### src/rtl/router_pkg.sv
// router_pkg
// Shared types for the router: the packet format carried between node FIFOs,
// the router and its output buffers, plus the port arbiter FSM state type.
// No ports (package).
package router_pkg;

  localparam int NUM_NODES = 4;

  typedef struct packed {
    logic [3:0]  sourceID;
    logic [3:0]  destID;
    logic [23:0] data;
  } pkt_t;

  typedef enum logic [0:0] {
    ARB_IDLE = 1'b0,
    ARB_SEND = 1'b1
  } arb_state_t;

endpackage

### src/rtl/router_port_arbiter_if.sv
// router_port_arbiter_if
// Bundles the requester-side and downstream-side handshakes of one router
// output port arbiter.
//   req_avail  : per-FIFO head-packet valid
//   req_pkt    : per-FIFO head packet
//   req_taken  : per-FIFO pop strobe (one-hot)
//   out_avail  : output register holds a packet
//   out_pkt    : packet offered downstream
//   out_taken  : downstream consumed out_pkt
//   grant_id   : requester index of the packet in out_pkt
//   pkt_count  : delivered-packet counter
// modport master: arbiter side; modport slave: FIFOs + downstream side.
interface router_port_arbiter_if
  import router_pkg::*;
#(
  parameter int NUM_REQ = 4
);
  localparam int GW = $clog2(NUM_REQ);

  logic [NUM_REQ-1:0] req_avail;
  pkt_t [NUM_REQ-1:0] req_pkt;
  logic [NUM_REQ-1:0] req_taken;
  logic               out_avail;
  pkt_t               out_pkt;
  logic               out_taken;
  logic [GW-1:0]      grant_id;
  logic [15:0]        pkt_count;

  modport master (
    input  req_avail, req_pkt, out_taken,
    output req_taken, out_avail, out_pkt, grant_id, pkt_count
  );

  modport slave (
    output req_avail, req_pkt, out_taken,
    input  req_taken, out_avail, out_pkt, grant_id, pkt_count
  );

endinterface

### src/rtl/router_port_arbiter_rr_picker.sv
// rr_picker
// Combinational rotating-priority encoder: returns the first set bit of
// `eligible` scanning upward from `ptr` and wrapping modulo NUM_REQ.
//   eligible : in  NUM_REQ  candidate mask
//   ptr      : in  PW       highest-priority index this cycle
//   any      : out 1        at least one candidate
//   winner   : out PW       selected index (0 when any=0)
module rr_picker #(
  parameter int NUM_REQ = 4,
  localparam int PW = $clog2(NUM_REQ)
) (
  input  logic [NUM_REQ-1:0] eligible,
  input  logic [PW-1:0]      ptr,
  output logic               any,
  output logic [PW-1:0]      winner
);

  logic [PW-1:0] idx_s;

  // Scan offsets from farthest to nearest so the nearest hit is written last.
  always_comb begin
    any    = 1'b0;
    winner = '0;
    idx_s  = '0;
    for (int k = NUM_REQ - 1; k >= 0; k--) begin
      idx_s = PW'((int'(ptr) + k) % NUM_REQ);
      if (eligible[idx_s]) begin
        any    = 1'b1;
        winner = idx_s;
      end else begin
        any    = any;
        winner = winner;
      end
    end
  end

endmodule

### src/rtl/router_port_arbiter.sv
// router_port_arbiter
// Round-robin arbiter sharing one router output port between NUM_REQ input
// FIFOs. Only packets addressed to PORT_ID compete. The winner is popped and
// loaded into a one-entry output register that is offered downstream.
//   clk   : clock, all state on posedge
//   rst_b : synchronous reset, active high
//   bus   : router_port_arbiter_if.master (request and output handshakes)
module router_port_arbiter
  import router_pkg::*;
#(
  parameter int         NUM_REQ = 4,
  parameter logic [3:0] PORT_ID = 4'd0
) (
  input logic                  clk,
  input logic                  rst_b,
  router_port_arbiter_if.master bus
);

  localparam int            PW       = $clog2(NUM_REQ);
  localparam logic [PW-1:0] LAST_IDX = PW'(NUM_REQ - 1);

  arb_state_t         state_r;
  arb_state_t         state_next_s;
  logic [PW-1:0]      ptr_r;
  logic [PW-1:0]      ptr_next_s;
  logic [PW-1:0]      winner_s;
  logic [NUM_REQ-1:0] eligible_s;
  logic [NUM_REQ-1:0] req_taken_s;
  logic               any_s;
  logic               grant_s;
  logic               retire_s;
  pkt_t               out_pkt_r;
  logic [PW-1:0]      grant_id_r;
  logic [15:0]        pkt_count_r;

  // Requester eligibility: valid head packet addressed to this port.
  always_comb begin
    eligible_s = '0;
    for (int i = 0; i < NUM_REQ; i++) begin
      eligible_s[i] = bus.req_avail[i] && (bus.req_pkt[i].destID == PORT_ID);
    end
  end

  rr_picker #(
    .NUM_REQ (NUM_REQ)
  ) u_picker (
    .eligible (eligible_s),
    .ptr      (ptr_r),
    .any      (any_s),
    .winner   (winner_s)
  );

  // Priority moves to the slot after the winner; explicit wrap keeps
  // non-power-of-two NUM_REQ correct.
  assign ptr_next_s = (winner_s == LAST_IDX) ? '0 : winner_s + PW'(1);

  // Next-state and grant/retire decode.
  always_comb begin
    state_next_s = state_r;
    grant_s      = 1'b0;
    retire_s     = 1'b0;
    case (state_r)
      ARB_IDLE: begin
        if (any_s) begin
          grant_s      = 1'b1;
          state_next_s = ARB_SEND;
        end else begin
          state_next_s = ARB_IDLE;
        end
      end
      ARB_SEND: begin
        if (bus.out_taken) begin
          retire_s = 1'b1;
          // Retire and reload on the same edge: no bubble between packets.
          if (any_s) begin
            grant_s      = 1'b1;
            state_next_s = ARB_SEND;
          end else begin
            state_next_s = ARB_IDLE;
          end
        end else begin
          state_next_s = ARB_SEND;
        end
      end
      default: begin
        state_next_s = ARB_IDLE;
      end
    endcase
  end

  // Pop strobe; masked during reset so no FIFO loses a packet that the
  // output register will not keep.
  always_comb begin
    req_taken_s = '0;
    if (grant_s && !rst_b) begin
      req_taken_s[winner_s] = 1'b1;
    end else begin
      req_taken_s = '0;
    end
  end

  // State, pointer, output register and delivery counter.
  always_ff @(posedge clk) begin
    if (rst_b) begin
      state_r     <= ARB_IDLE;
      ptr_r       <= '0;
      out_pkt_r   <= '0;
      grant_id_r  <= '0;
      pkt_count_r <= 16'd0;
    end else begin
      state_r <= state_next_s;
      if (grant_s) begin
        out_pkt_r  <= bus.req_pkt[winner_s];
        grant_id_r <= winner_s;
        ptr_r      <= ptr_next_s;
      end
      if (retire_s) begin
        pkt_count_r <= pkt_count_r + 16'd1;
      end
    end
  end

  assign bus.req_taken = req_taken_s;
  assign bus.out_avail = (state_r == ARB_SEND);
  assign bus.out_pkt   = out_pkt_r;
  assign bus.grant_id  = grant_id_r;
  assign bus.pkt_count = pkt_count_r;

endmodule

### src/flat_wrapper.sv
// flat-port wrapper written by rule: the top's interface ports become plain ports
module router_port_arbiter_flat import router_pkg::*;
#(
  parameter int         NUM_REQ = 4,
  parameter logic [3:0] PORT_ID = 4'd0
)
  (clk, rst_b, bus_req_avail, bus_req_pkt, bus_out_taken, bus_req_taken, bus_out_avail, bus_out_pkt, bus_grant_id, bus_pkt_count);
  router_port_arbiter_if #(.NUM_REQ(NUM_REQ)) bus_i ();
  input logic clk;
  input logic rst_b;
  input wire logic [$bits(bus_i.req_avail)-1:0] bus_req_avail;
  input wire logic [$bits(bus_i.req_pkt)-1:0] bus_req_pkt;
  input wire logic [$bits(bus_i.out_taken)-1:0] bus_out_taken;
  output wire logic [$bits(bus_i.req_taken)-1:0] bus_req_taken;
  output wire logic [$bits(bus_i.out_avail)-1:0] bus_out_avail;
  output wire logic [$bits(bus_i.out_pkt)-1:0] bus_out_pkt;
  output wire logic [$bits(bus_i.grant_id)-1:0] bus_grant_id;
  output wire logic [$bits(bus_i.pkt_count)-1:0] bus_pkt_count;
  assign bus_i.req_avail = bus_req_avail;
  assign bus_i.req_pkt = bus_req_pkt;
  assign bus_i.out_taken = bus_out_taken;
  assign bus_req_taken = bus_i.req_taken;
  assign bus_out_avail = bus_i.out_avail;
  assign bus_out_pkt = bus_i.out_pkt;
  assign bus_grant_id = bus_i.grant_id;
  assign bus_pkt_count = bus_i.pkt_count;
  router_port_arbiter #(.NUM_REQ(NUM_REQ), .PORT_ID(PORT_ID)) u_core (.clk(clk), .rst_b(rst_b), .bus(bus_i));
endmodule
### config.mk
export PLATFORM = sky130hd
export DESIGN_NAME = router_port_arbiter_flat
export DESIGN_NICKNAME = d
export VERILOG_FILES = /design/src/rtl/router_pkg.sv /design/src/rtl/router_port_arbiter_if.sv /design/src/rtl/router_port_arbiter_rr_picker.sv /design/src/rtl/router_port_arbiter.sv /design/src/flat_wrapper.sv
export SDC_FILE = /design/constraint.sdc
export NUM_CORES = 1
export LEC_CHECK = 0
export CORE_AREA = 8 8 102 104
export DETAILED_ROUTE_END_ITERATION = 12
export DIE_AREA = 0 0 110 112
export PLACE_DENSITY = 0.88
export SYNTH_ARGS = -nofsm -noshare
export SYNTH_HDL_FRONTEND = slang
export SYNTH_SLANG_ARGS = --single-unit
### constraint.sdc
create_clock -name clk -period 7.8 [get_ports clk]
set_clock_uncertainty 0.05 [all_clocks]
set_input_delay 2.34 -clock clk [delete_from_list [all_inputs] [get_ports clk]]
set_output_delay 2.34 -clock clk [all_outputs]
set_load 0.02 [all_outputs]
# ---- Yosys cells after proc, flatten, opt, wreduce, memory -nomap -nowiden
# Index checks and enable logic that the tools add are counted.
dict set report word_totals {
  ff_bits 53
  output_inout_bits 55
  mem_bits_ro 0
  input_bits 135
  word_cells 60
  ram_bits 0
  mem_count 0
  latch_bits 0
}
dict set report classes {
  add_sub_neg 5
  shifts 0
  bitwise_logic 1
  n_lt_le_gt_ge 6
  n_eq_ne 1
  n_mux 29
  n_mul 0
  n_reduce_logical 11
  n_div 0
}
# operator n
set op_table {}
lappend op_table {{32-bit binary-select mux with 2-bit select} 1}
lappend op_table {{32-bit two-way mux} 1}
lappend op_table {{16-bit by 1-bit adder with 16-bit output, second input constant} 1}
lappend op_table {{4-bit zero test} 4}
lappend op_table {{2-bit by 3-bit less-than comparator with 1-bit output, second input constant} 5}
lappend op_table {{1-bit two-way mux} 14}
lappend op_table {{2-bit two-way mux} 5}
lappend op_table {{1-bit binary-select mux with 2-bit select} 4}
lappend op_table {{1-bit logical AND} 6}
lappend op_table {{2-bit by 1-bit adder with 2-bit output, second input constant} 2}
lappend op_table {{2-bit adder, second input constant} 2}
lappend op_table {{4-bit two-way mux} 1}
lappend op_table {{1-bit one-hot mux with 2 select lines} 2}
lappend op_table {{1-bit demux with 2-bit select} 1}
lappend op_table {{2-bit == test, second input constant} 1}
lappend op_table {{2-bit by 1-bit greater-or-equal comparator with 1-bit output, second input constant} 1}
lappend op_table {{1-bit zero test} 1}
lappend op_table {{1-bit inverter} 1}

# ---- Longest topological paths before layout
# Gate-level depths: netlist (run 1).
dict set report depth {
  depth_word 13
  ltp_mapped 9
  depth_no_buf 8
}

# ---- By module
# From an unflattened synthesis (run 1), not the netlist that was laid out.
dict set report unflattened {
  cells_unflattened 317
  hier_area_um2 2966.6
}
# module seq_area_each_um2 cells_each area_per_inst_um2 n_inst
set by_module_without_submodules {}
lappend by_module_without_submodules {router_port_arbiter 1061.0 304 2889.0 1}
lappend by_module_without_submodules {rr_picker 0.0 13 77.6 1}

# ---- Least setup slack after synthesis (run 1)
# Ideal clock, no wire load.
dict set report synth_timing {
  kind {input -> output}
  start {input port bus_req_pkt[24]}
  end {output port bus_req_taken[0]}
  required_ns 5.410
  path_buffers 1
  arrival_time_ns 3.966
  path_stages 7
  setup_slack_ns 1.444
  cell_sequence {or4b_4 > nor4_1 > a221oi_1 > nand2_1 > buf_2 > ha_1 > and2_1}
}
dict set report synth_via {
  elab_chain_cells 13
  word_cells_on_any_way 28
  classes_between {order compare: 2; mux: 22; reduce/logical: 4}
}
# item line
set synth_lines {}
lappend synth_lines {{from (decl)} flat_wrapper.sv:12} ;# input wire logic [$bits(bus_i.req_pkt)-1:0] bus_req_pkt;
lappend synth_lines {{4-bit zero test *} router_port_arbiter.sv:40} ;# eligible_s[i] = bus.req_avail[i] && (bus.req_pkt[i].destID == PORT_ID);
lappend synth_lines {{1-bit logical AND *} router_port_arbiter.sv:40}
lappend synth_lines {{1-bit binary-select mux with 2-bit select} router_port_arbiter_rr_picker.sv:27} ;# if (eligible[idx_s]) begin
lappend synth_lines {{1-bit two-way mux (implied by the code)} router_port_arbiter_rr_picker.sv:27}
lappend synth_lines {{2-bit two-way mux / 1-bit two-way mux (equally long branches) (4 in series)} router_port_arbiter_rr_picker.sv:27}
lappend synth_lines {{2-bit by 3-bit less-than comparator with 1-bit output (implied by the code), or another cell as far along} router_port_arbiter.sv:96} ;# req_taken_s[winner_s] = 1'b1;
lappend synth_lines {{1-bit logical AND (implied by the code) / 1-bit two-way mux (equally long branches)} {router_port_arbiter.sv:96, router_port_arbiter.sv:72}}
lappend synth_lines {{1-bit two-way mux (implied by the code) / 1-bit one-hot mux with 2 select lines (equally long branches)} {router_port_arbiter.sv:96, router_port_arbiter.sv:62}}
lappend synth_lines {{1-bit demux with 2-bit select / 1-bit logical AND (equally long branches)} n/a}
lappend synth_lines {{4-bit two-way mux *} router_port_arbiter.sv:95} ;# if (grant_s && !rst_b) begin
lappend synth_lines {{to (decl)} flat_wrapper.sv:14} ;# output wire logic [$bits(bus_i.req_taken)-1:0] bus_req_taken;
# Every way passes the cells marked *; elsewhere a longest branch is shown, timed or not. The select of a mux whose other input is x is not followed.

# ---- Final worst setup path (run 1)
dict set report layout_timing {
  start {input port bus_req_pkt[24]}
  end {output port bus_req_taken[3]}
}
dict set report layout_via {
  elab_chain_cells 13
  word_cells_on_any_way 28
  classes_between {order compare: 2; mux: 22; reduce/logical: 4}
}
# item line
set layout_lines {}
lappend layout_lines {{4-bit zero test *} router_port_arbiter.sv:40}
lappend layout_lines {{1-bit logical AND *} router_port_arbiter.sv:40}
lappend layout_lines {{1-bit binary-select mux with 2-bit select} router_port_arbiter_rr_picker.sv:27}
lappend layout_lines {{1-bit two-way mux (implied by the code)} router_port_arbiter_rr_picker.sv:27}
lappend layout_lines {{2-bit two-way mux (3 in series)} router_port_arbiter_rr_picker.sv:27}
lappend layout_lines {{2-bit two-way mux *} router_port_arbiter_rr_picker.sv:27}
lappend layout_lines {{via u_core.u_picker.winner[0]} router_port_arbiter_rr_picker.sv:15} ;# output logic [PW-1:0] winner
lappend layout_lines {{2-bit by 3-bit less-than comparator with 1-bit output (implied by the code) / 2-bit by 1-bit greater-or-equal comparator with 1-bit output (equally long branches)} router_port_arbiter.sv:96}
lappend layout_lines {{1-bit logical AND (implied by the code)} router_port_arbiter.sv:96}
lappend layout_lines {{1-bit two-way mux (implied by the code)} router_port_arbiter.sv:96}
lappend layout_lines {{1-bit demux with 2-bit select *} n/a}
lappend layout_lines {{4-bit two-way mux *} router_port_arbiter.sv:95}
# The timed path passes the listed nets; every way through them passes the cells marked *. The select of a mux whose other input is x is not followed.

==> impl_results.md, run 1 <==
- Die height: 112 um
- IO Port Bufs: 189
- Setup CP Type: in -> out
- Post-CTS Setup Bufs: 0
- Mapped Area: 3010 sq um
- Gate Count Post-Synth: 329
- Layout cells sized above 1: 0.0610
- Pwr dens: 119 nW/um^2
- Ys flop type: dfxtp_1
- Levels on crit path: 9
- Dominant cell type by area after synthesis: dfxtp_1
- Width of the chip: 110 um
- Endpoint class of the critical path: output port
- Final ANT Viol Nets: 0
- GR Overflow Total: 0
- Worst Setup Start Kind: input pin
- Tmin final: 7.37 ns
- First drt pass iteration count: 6
- DR vias/cell: 5.19
- Total Wirelength: 11,200 um
- Die Area: 12,300 sq um
- RSZ-0062 raised after global routing: no
- Final Cell Area: 5070 sq um
- Initial cell density of the core: 0.338
- Syn Nets: 469
- CTS Root Cell: clkbuf_8
- Hold buffer count at CTS: 0
- Critical path data arrival time: 4.98 ns
- Final weighted congestion in routability-driven placement: 0.835
- WP buf/inv: 3
- Seq cells post-synth: 53
- Slew HR: 0.226
- Pleak: 0.00191 uW
- Area share of the largest cell type after synthesis: 0.353
- Maximum vdd drop: 0.0688 mV
- Most frequent cells in the layout: clkdlybuf4s50_1 (188), dfxtp_1 (53), a211oi_1 (48)
- Largest net degree at the start of global routing: 51
- CP max stage cell: or4b_4
- CORE AREA: 8890 sq um
- Leading cell type in the layout, fill and taps excluded: clkdlybuf4s50_1
- Max Cap Violations: 0
- Post-CTS sizing: 0
- H-Tree Depth: 2
- Detailed Route Iter0 Violations: 72
- Worst-path fanout max: 4
- Vias post-DR: 3,211
- Placed cell area: 4970 sq um
- Total Routing Usage GR: 0.179
- CP max stage delay: 0.56 ns
- Clk sinks: 53
- Setup TNS: 0 ns
- Vias in the first global route: 3,618
- CTS tree: done
- Area Growth Syn to Fin: 68.5%
- Fillers: 797
- Worst reg2reg path depth: 6
- Area of the multi-input gates: 1820 sq um
- Number of flops mapped to enable cells by yosys: 0
- Crit path max-delay family: simple AND/OR/NAND/NOR gates
- Drt wl/cell: 18.1 um
- Post-synth ARST share: 0
- ANT cells: 0
- Cells after DPL: 611
- Required time worst endpoint: 5.41 ns
- Slew @ Worst Pin: 1.16 ns
- Sequential-to-total area share from yosys stat: 0.353
- Final Max Tran Viols: 0
- Fin crit share: 0.945
- CP Cell Sequence: clkdlybuf4s50_1 > or4b_4 > nor4_1 > a21oi_1 > nand3_1 > inv_2 > ha_1 > and2_1 > clkdlybuf4s50_1
- TritonCTS buffer count: 5
- FF/Latch Area: 1060 sq um
- Clk Latency, worst-skew pair: 0.30 ns
- Initial antenna violation count: 0
- DR DRC count: 0
- FP Rows: 35
- Placed wire-length estimate: 8870 um
- First-pass GRT wire length: 17,900 um
- Max Freq: 136 MHz
- Final core utilization: 0.570
- Final setup viols: 0
- Syn. warnings: 0
- CTS max path bufs: 2
- Hold depth: 1
- # IOs: 190
- Hold Path Class: reg -> reg
- Synth area leaders: dfxtp_1 (35%), a211oi_1 (12%), mux2i_1 (9.7%)
- Status: completed
- Final Hold Viols: 0
- NumNets Final: 647
- Library cells used by synthesis: 35
- CP dominant cell by count: clkdlybuf4s50_1
- Clk pin slew, worst setup/hold paths: 0.10 ns
- Non-Filler Instances: 619
- Syn_area_per_cell: 9.14 sq um
==> metal layers <==
layer / global-route usage / vias up / routed length, um
met1: 0.185 / 1492 / 4140
met4: 0.0423 / 0 / 150
met3: 0.0595 / 12 / 889
met2: 0.333 / 116 / 6000
met5: 0 / - / 0
li1: - / 1591 / -
==> final timing paths <==
check | start | to | slack [ns]
worst max-delay path | bus_req_pkt[24] | bus_req_taken[3] | 0.43
worst min-delay path | u_core.bus.out_pkt[24] | u_core.bus.out_pkt[24] | 0.43
worst max register to register | u_core.bus.out_avail | u_core.bus.out_pkt[11] | 5.14
worst min register to register | u_core.bus.out_pkt[24] | u_core.bus.out_pkt[24] | 0.43
==> through the flow <==
step	setup WS [ns]	power, uW	hold WS (ns)
after global placement	0.552	446	0.394
after detailed placement	0.477	450	0.398
after global routing	0.265	632	0.444
final	0.428	604	0.428
after CTS	0.467	612	0.432
after floorplan	1.44	347	0.454
==> Yosys cell counts, types with 2 or more instances <==
| cell type | number |
|---|---|
| o21ai_0 | 4 |
| nand2b_1 | 3 |
| nor3_1 | 5 |
| nand3_1 | 8 |
| xor2_1 | 10 |
| xnor2_1 | 2 |
| a211oi_2 | 9 |
| nor4_1 | 3 |
| mux2i_1 | 29 |
| nand2_1 | 11 |
| ha_1 | 5 |
| a21oi_1 | 8 |
| o21bai_1 | 28 |
| and3_1 | 31 |
| a211oi_1 | 48 |
| nand4_1 | 3 |
| or3_1 | 4 |
| inv_2 | 2 |
| clkbuf_1 | 12 |
| nor2_1 | 18 |
| and2_1 | 9 |
| dfxtp_1 | 53 |
| buf_2 | 11 |
| and4_1 | 2 |
==> worst register-to-register path: stages, from the launching register on <==
cell and delay, ns:
dfxtp_1 0.39, nor2b_1 0.24, a41oi_4 0.88, nand4_1 0.20, buf_4 0.30, a211oi_1 0.34, a211oi_1 0.09
==> final cells by class <==
| type | instances | share of cell area |
|---|---|---|
| Timing Repair Buffer | 196 | 0.383 |
| Clock buffer | 5 | 0.0136 |
| Sequential cell | 53 | 0.209 |
| Inverter | 3 | 0.00222 |
| Tap cell | 111 | 0.0274 |
| Clock inverter | 3 | 0.00519 |
| Multi-Input combinational cell | 248 | 0.360 |
==> cell families after synthesis <==
kind of cell | Yosys count | synth area share
xor+xnor | 12 | 0.0350
flops | 53 | 0.353
simple gates | 101 | 0.188
fa+ha+maj | 5 | 0.0208
compound gates | 101 | 0.263
mux | 29 | 0.0965
buf+inv | 28 | 0.0433
==> flip-flops by register name, indices dropped and copies added, names as in the netlist <==
| signal | flops |
|---|---|
| u_core.bus.pkt_count | 16 |
| u_core.ptr_r | 2 |
| u_core.bus.grant_id | 2 |
| u_core.bus.out_pkt | 32 |
| u_core.bus.out_avail | 1 |
==> power by group <==
part,switching (uW),internal (uW)
Clock,95.8,65.6
Sequential,6.48,282
Combinational,59.1,95.3
(Power assumes the default switching activity.)
==> inputs of run 2 (changes only) <==
--- a/config.mk
+++ b/config.mk
@@ -11,4 +11,5 @@
 export PLACE_DENSITY = 0.88
 export SYNTH_ARGS = -nofsm -noshare
 export SYNTH_HDL_FRONTEND = slang
+export SYNTH_HIERARCHICAL = 1
 export SYNTH_SLANG_ARGS = --single-unit
==> impl_results.md, run 2 <==
- Status: completed
- Clk sinks: 53 (unchanged)
- NumNets Final: 633 (-2.2%)
- DRT met1 WL: 4090 um (-1.1%)
- Post-CTS sizing: 0 (unchanged)
- Crit path max-delay family: buffers and inverters
- Library cells used by synthesis: 35 (unchanged)
- GR Overflow Total: 0 (unchanged)
- CP dominant cell by count: clkdlybuf4s50_1
- Most frequent cells in the layout: clkdlybuf4s50_1 (188), nand2_1 (81), dfxtp_1 (53)
- Syn_area_per_cell: 9.36 sq um (+2.4%)
- Min Hold Slack: 0.409 ns (-0.0193 ns)
- CORE AREA: 8890 sq um (unchanged)
- Reg2Reg Setup Slack: 5.40 ns (+0.26 ns)
- First-pass GRT wire length: 17,900 um (-0.16%)
- H-Tree Depth: 2 (unchanged)
- Maximum vdd drop: 0.0970 mV (+41%)
- Pleak: 0.00167 uW (-12%)
- Seq cells post-synth: 53 (unchanged)
- Hold buffer count at CTS: 0 (unchanged)
- DR DRC count: 0 (unchanged)
- Final setup viols: 0 (unchanged)
- Leading cell type in the layout, fill and taps excluded: clkdlybuf4s50_1
- Worst reg2reg path depth: 6 (unchanged)
- Most common cell in the netlist: nand2_1
- ANT cells: 0 (unchanged)
- Slew @ Worst Pin: 1.25 ns (+0.0914 ns)
- Syn Nets: 457 (-2.6%)
- Max reg flops: 32 (unchanged)
- Synth area leaders: dfxtp_1 (36%), mux4_2 (24%), nand2_1 (10%)
- Vias in the first global route: 3,558 (-1.7%)
- Die Area: 12,300 sq um (unchanged)
- CTS max path bufs: 2 (unchanged)
- FF/Latch Area: 1060 sq um (unchanged)
- Die height: 112 um (unchanged)
- Setup TNS: 0 ns (unchanged)
- Syn. warnings: 6 (+6)
- Commonest cells in the synthesized netlist: nand2_1 (81), dfxtp_1 (53), a21oi_1 (44)
- WL met2: 6080 um (+1.4%)
- Worst-path fanout max: 6 (+2)
- Largest net degree at the start of global routing: 54 (+5.9%)
- CTS tree: done
- Gate Count Post-Synth: 317 (-3.6%)
- Slew HR: 0.168 (-0.0585)
- Required time worst endpoint: 5.41 ns (about the same)
- Drt wl/cell: 19.0 um (+5.5%)
- Setup crit start: bus_req_pkt[123]
- IO Port Bufs: 189 (unchanged)
- Endpoint class of the critical path: output port
- Area share of the largest cell type after synthesis: 0.358 (+0.00476)
- FP Rows: 35 (unchanged)
- Worst R2R End: u_core/bus.out_pkt[19]
- Clk Latency, worst-skew pair: 0.29 ns (about the same)
- Fin crit share: 0.966 (+0.0213)
- Ys flop type: dfxtp_1
- Worst Setup Start Kind: input pin
- Width of the chip: 110 um (unchanged)
- Area Growth Syn to Fin: 70.5%
- CP Cell Sequence: clkdlybuf4s50_1 > nor4_1 > and2_1 > mux2i_1 > a211oi_4 > buf_4 > ha_1 > nor3b_1 > clkdlybuf4s50_1
- Clk pin slew, worst setup/hold paths: 0.10 ns (about the same)
- CP max stage delay: 0.65 ns (+0.09 ns)
- Final Cell Area: 5060 sq um (-0.20%)
- RSZ-0062 raised after global routing: no
- Mapped Area: 2970 sq um (-1.3%)
- Placed cell area: 4940 sq um (-0.70%)
- Detailed Route Iter0 Violations: 167 (+130%)
- DR vias/cell: 5.24 (+1.1%)
- Final ANT Viol Nets: 0 (unchanged)
- Number of flops mapped to enable cells by yosys: 0 (unchanged)
- Worst setup path endpoint: bus_req_taken[1]
- Post-synth ARST share: 0 (unchanged)
- Met3 wire len: 1030 um (+16%)
- TritonCTS buffer count: 5 (unchanged)
- Max Freq: 133 MHz (-2.2%)
- Placed wire-length estimate: 9490 um (+7.0%)
- Max Cap Violations: 0 (unchanged)
- # IOs: 190 (unchanged)
- Sequential-to-total area share from yosys stat: 0.358 (+0.00476)
- CTS Root Cell: clkbuf_8
- Vias post-DR: 3,172 (-1.2%)
- Levels on crit path: 9 (unchanged)
- Final weighted congestion in routability-driven placement: 0.823 (-1.5%)
- Worst r2r src: u_core/ptr_r[1]
- Critical path data arrival time: 5.15 ns (+0.17 ns)
- Tmin final: 7.54 ns (+0.166 ns)
- First drt pass iteration count: 4 (-2)
- Initial antenna violation count: 0 (unchanged)
- Setup CP Type: in -> out
- Dominant cell type by area after synthesis: dfxtp_1
- Top Layer Used: met4
- Final Hold Viols: 0 (unchanged)
- Post-CTS Setup Bufs: 0 (unchanged)
- Fillers: 752 (-5.6%)
- Initial cell density of the core: 0.334 (-0.00450)
- WP buf/inv: 3 (unchanged)
- Total Routing Usage GR: 0.186 (+0.00670)
- Hold Path Class: reg -> reg
- Pwr dens: 125 nW/um^2 (+5.0%)
- Area of the multi-input gates: 1800 sq um (-1.3%)
- Final Max Tran Viols: 0 (unchanged)
- Layout cells sized above 1: 0.109 (+0.0483)
- CP max stage cell: clkdlybuf4s50_1
- Total Wirelength: 11,500 um (+3.1%)
## run 2: changes by cell type after synthesis, moves of 28 or more
cell	delta
mux4_2	+32
o21bai_1	-28
and3_1	-30
mux2i_1	-28
nand2_1	+70
a21oi_1	+36
a211oi_1	-47
## run 2: final cells by class
type,instances,area share
clock buffer,6,0.0163
clock inverter,2,0.00742
inverter,4,0.00297
multi-input combinational,235,0.356
sequential,53,0.210
tap,111,0.0275
timing repair buffer,194,0.381
## run 2: per-layer routing
layer	GRT usage	up-vias
met5	0	-
met4	0.0739	0
met3	0.0670	22
met2	0.326	152
met1	0.194	1519
li1	-	1479
## run 2: tightest hold or removal path, delay by kind of cell, from the launching register on
kind	cells	cell delay [ns]
flip-flops	1	0.32
AND/OR/NAND/NOR	1	0.05
AO/OA/AOI/OAI	1	0.05
## run 2: worst min path at each step
stage / start / to / cells past startpoint / slack (ns)
3_3_place_gp: u_core/bus.out_pkt[5] / u_core/bus.out_pkt[5] / 2 / 0.39
3_5_place_dp: u_core/bus.out_pkt[13] / u_core/bus.out_pkt[13] / 2 / 0.40
6_report: u_core/bus.out_pkt[13] / u_core/bus.out_pkt[13] / 2 / 0.41
2_1_floorplan: u_core/ptr_r[0] / u_core/ptr_r[0] / 2 / 0.42
5_1_grt: u_core/bus.grant_id[1] / u_core/bus.grant_id[1] / 2 / 0.44
4_1_cts: u_core/bus.out_pkt[13] / u_core/bus.out_pkt[13] / 2 / 0.41
## run 2: kinds of logic (layout without fill, tap and decap cells)
family,after synthesis,after routing,synth area share
xor+xnor,10,10,0.0295
fa+ha+maj,5,5,0.0211
compound gates,51,51,0.0903
simple gates,136,136,0.214
flops,53,53,0.358
buf+inv,29,206,0.0413
mux,33,33,0.246
## run 2: metrics by stage
step	power, uW	setup WS, ns	util	instances
2_1_floorplan	348	1.17	-	317
3_3_place_gp	442	0.511	0.555	597
3_5_place_dp	447	0.251	0.555	597
4_1_cts	642	0.254	0.569	605
5_1_grt	664	0.0585	0.569	605
6_report	633	0.262	0.569	605
## run 2: power by group
group | leakage (uW) | switching (uW) | internal [uW]
registers | 0.000429 | 5.50 | 279
logic | 0.00118 | 56.7 | 99.2
clock network | 0.0000574 | 88.2 | 104
==> inputs of run 3 (changes only) <==
--- a/config.mk
+++ b/config.mk
@@ -5,10 +5,12 @@
 export SDC_FILE = /design/constraint.sdc
 export NUM_CORES = 1
 export LEC_CHECK = 0
-export CORE_AREA = 8 8 102 104
+export CAP_MARGIN = 20
+export CORE_AREA = 8 8 94 112
 export DETAILED_ROUTE_END_ITERATION = 12
-export DIE_AREA = 0 0 110 112
+export DIE_AREA = 0 0 102 120
 export PLACE_DENSITY = 0.88
+export SKIP_CTS_REPAIR_TIMING = 1
 export SYNTH_ARGS = -nofsm -noshare
 export SYNTH_HDL_FRONTEND = slang
 export SYNTH_HIERARCHICAL = 1
==> impl_results.md, run 3 (same netlist as run 2, synthesis figures left out) <==
- Tmin final: 7.40 ns (-0.139 ns)
- Largest net degree at the start of global routing: 52 (-3.7%)
- Pwr dens: 116 nW/um^2 (-7.6%)
- DR vias/cell: 5.11 (-2.6%)
- Placed wire-length estimate: 8930 um (-5.8%)
- Top Layer Used: met4
- Met3 wire len: 1040 um (+0.97%)
- Vias in the first global route: 3,492 (-1.9%)
- Worst reg2reg path depth: 6 (unchanged)
- First-pass GRT wire length: 17,200 um (-3.9%)
- RSZ-0062 raised after global routing: no
- DRT met1 WL: 3660 um (-11%)
- Slew HR: 0.590 (+0.422)
- Clk pin slew, worst setup/hold paths: 0.09 ns (about the same)
- Setup crit start: bus_req_pkt[59]
- Most frequent cells in the layout: clkdlybuf4s50_1 (188), nand2_1 (81), dfxtp_1 (53)
- WL met2: 5910 um (-2.9%)
- TritonCTS buffer count: 5 (unchanged)
- CORE AREA: 8840 sq um (-0.52%)
- Fin crit share: 0.949 (-0.0179)
- FP Rows: 38 (+8.6%)
- Hold EP: u_core/bus.out_pkt[15]
- CTS tree: done
- Initial antenna violation count: 0 (unchanged)
- # IOs: 190 (unchanged)
- Total Wirelength: 10,900 um (-5.6%)
- Final setup viols: 0 (unchanged)
- Worst R2R End: u_core/bus.out_pkt[8]
- Final core utilization: 0.568 (-0.000983)
- Setup CP Type: in -> out
- Die Area: 12,200 sq um (-0.65%)
- Die height: 120 um (+7.1%)
- Max Cap Violations: 0 (unchanged)
- Slew @ Worst Pin: 0.615 ns (-0.633 ns)
- Setup TNS: 0 ns (unchanged)
- Final Hold Viols: 0 (unchanged)
- Min Hold Slack: 0.407 ns (-0.00154 ns)
- Fillers: 768 (+2.1%)
- Endpoint class of the critical path: output port
- Max reg flops: 32 (unchanged)
- CTS Root Cell: clkbuf_8
- First drt pass iteration count: 4 (unchanged)
- Worst-path fanout max: 4 (-2)
- Total Routing Usage GR: 0.180 (-0.00602)
- NumNets Final: 633 (unchanged)
- DR DRC count: 0 (unchanged)
- Final Max Tran Viols: 0 (unchanged)
- Area of the multi-input gates: 1800 sq um (unchanged)
- H-Tree Depth: 2 (unchanged)
- Setup WS post-layout: 0.401 ns (+0.139 ns)
- ANT cells: 0 (unchanged)
- Final Cell Area: 5020 sq um (-0.69%)
- Width of the chip: 102 um (-7.3%)
- Worst Setup Start Kind: input pin
- Area Growth Syn to Fin: 69.3%
- Critical path data arrival time: 5.01 ns (-0.14 ns)
- Worst Hold Launch: u_core/bus.out_pkt[15]
- Final ANT Viol Nets: 0 (unchanged)
- Placed cell area: 4950 sq um (+0.23%)
- Required time worst endpoint: 5.41 ns (about the same)
- IO Port Bufs: 189 (unchanged)
- Status: completed
- Reg2Reg Setup Slack: 5.29 ns (-0.11 ns)
- Initial cell density of the core: 0.335 (+0.00175)
- Max Freq: 135 MHz (+1.9%)
- Pre-CTS setup slack: 0.408 ns (+0.158 ns)
- Leading cell type in the layout, fill and taps excluded: clkdlybuf4s50_1
- Detailed Route Iter0 Violations: 97 (-42%)
- Clk Latency, worst-skew pair: 0.30 ns (about the same)
- Hold depth: 2 (unchanged)
- GR Overflow Total: 0 (unchanged)
- FF/Latch Area: 1060 sq um (unchanged)
- Drt wl/cell: 17.8 um (-6.7%)
- Hold Path Class: reg -> reg
- Pleak: 0.00165 uW (-1.1%)
- Layout cells sized above 1: 0.106 (-0.00362)
- Final weighted congestion in routability-driven placement: 0.795 (-3.4%)
- Clk sinks: 53 (unchanged)
- Worst r2r src: u_core/ptr_r[1]
- Maximum vdd drop: 0.0655 mV (-32%)
- CTS max path bufs: 2 (unchanged)
- Vias post-DR: 3,126 (-1.5%)
==> run 3: how the worst max path moves through the flow <==
stage                     slack, ns          endpoint
after global placement         0.60  bus_req_taken[3]
after CTS                      0.40  bus_req_taken[1]
final                          0.40  bus_req_taken[1]
after detailed placement       0.41  bus_req_taken[1]
after global routing           0.24  bus_req_taken[1]
after floorplan                1.17  bus_req_taken[1]
==> run 3: layout make-up <==
type,count,share of cell area
multi-input combinational,235,0.358
tap,120,0.0299
sequential,53,0.211
inverter,4,0.00299
clock buffer,5,0.0137
clock inverter,1,0.000997
timing repair buffer,194,0.383
==> run 3: power breakdown <==
| part | internal (uW) | switching [uW] |
|---|---|---|
| Combinational | 98.9 | 55.3 |
| Sequential | 279 | 5.02 |
| Clock | 59.3 | 83.6 |
==> run 3: per-layer routing <==
metal,vias up,GRT usage
li1,1473,-
met4,0,0.0644
met3,23,0.0776
met2,140,0.334
met5,-,0
met1,1490,0.168
==> run 3: worst max-delay path, stage by stage <==
cell	delay, ns
clkdlybuf4s50_1	0.43
nor4_1	0.35
and2_1	0.22
nor3b_1	0.07
a211oi_1	0.41
nor2_4	0.09
inv_1	0.10
ha_1	0.15
nor3b_1	0.21
clkdlybuf4s50_1	0.64
==> run 3: through the flow <==
| stage | std cells | power (uW) |
|---|---|---|
| floorplan | 317 | 348 |
| finish | 612 | 581 |
| detailed placement | 606 | 445 |
| global placement | 606 | 441 |
| CTS | 612 | 591 |
| global route | 612 | 614 |
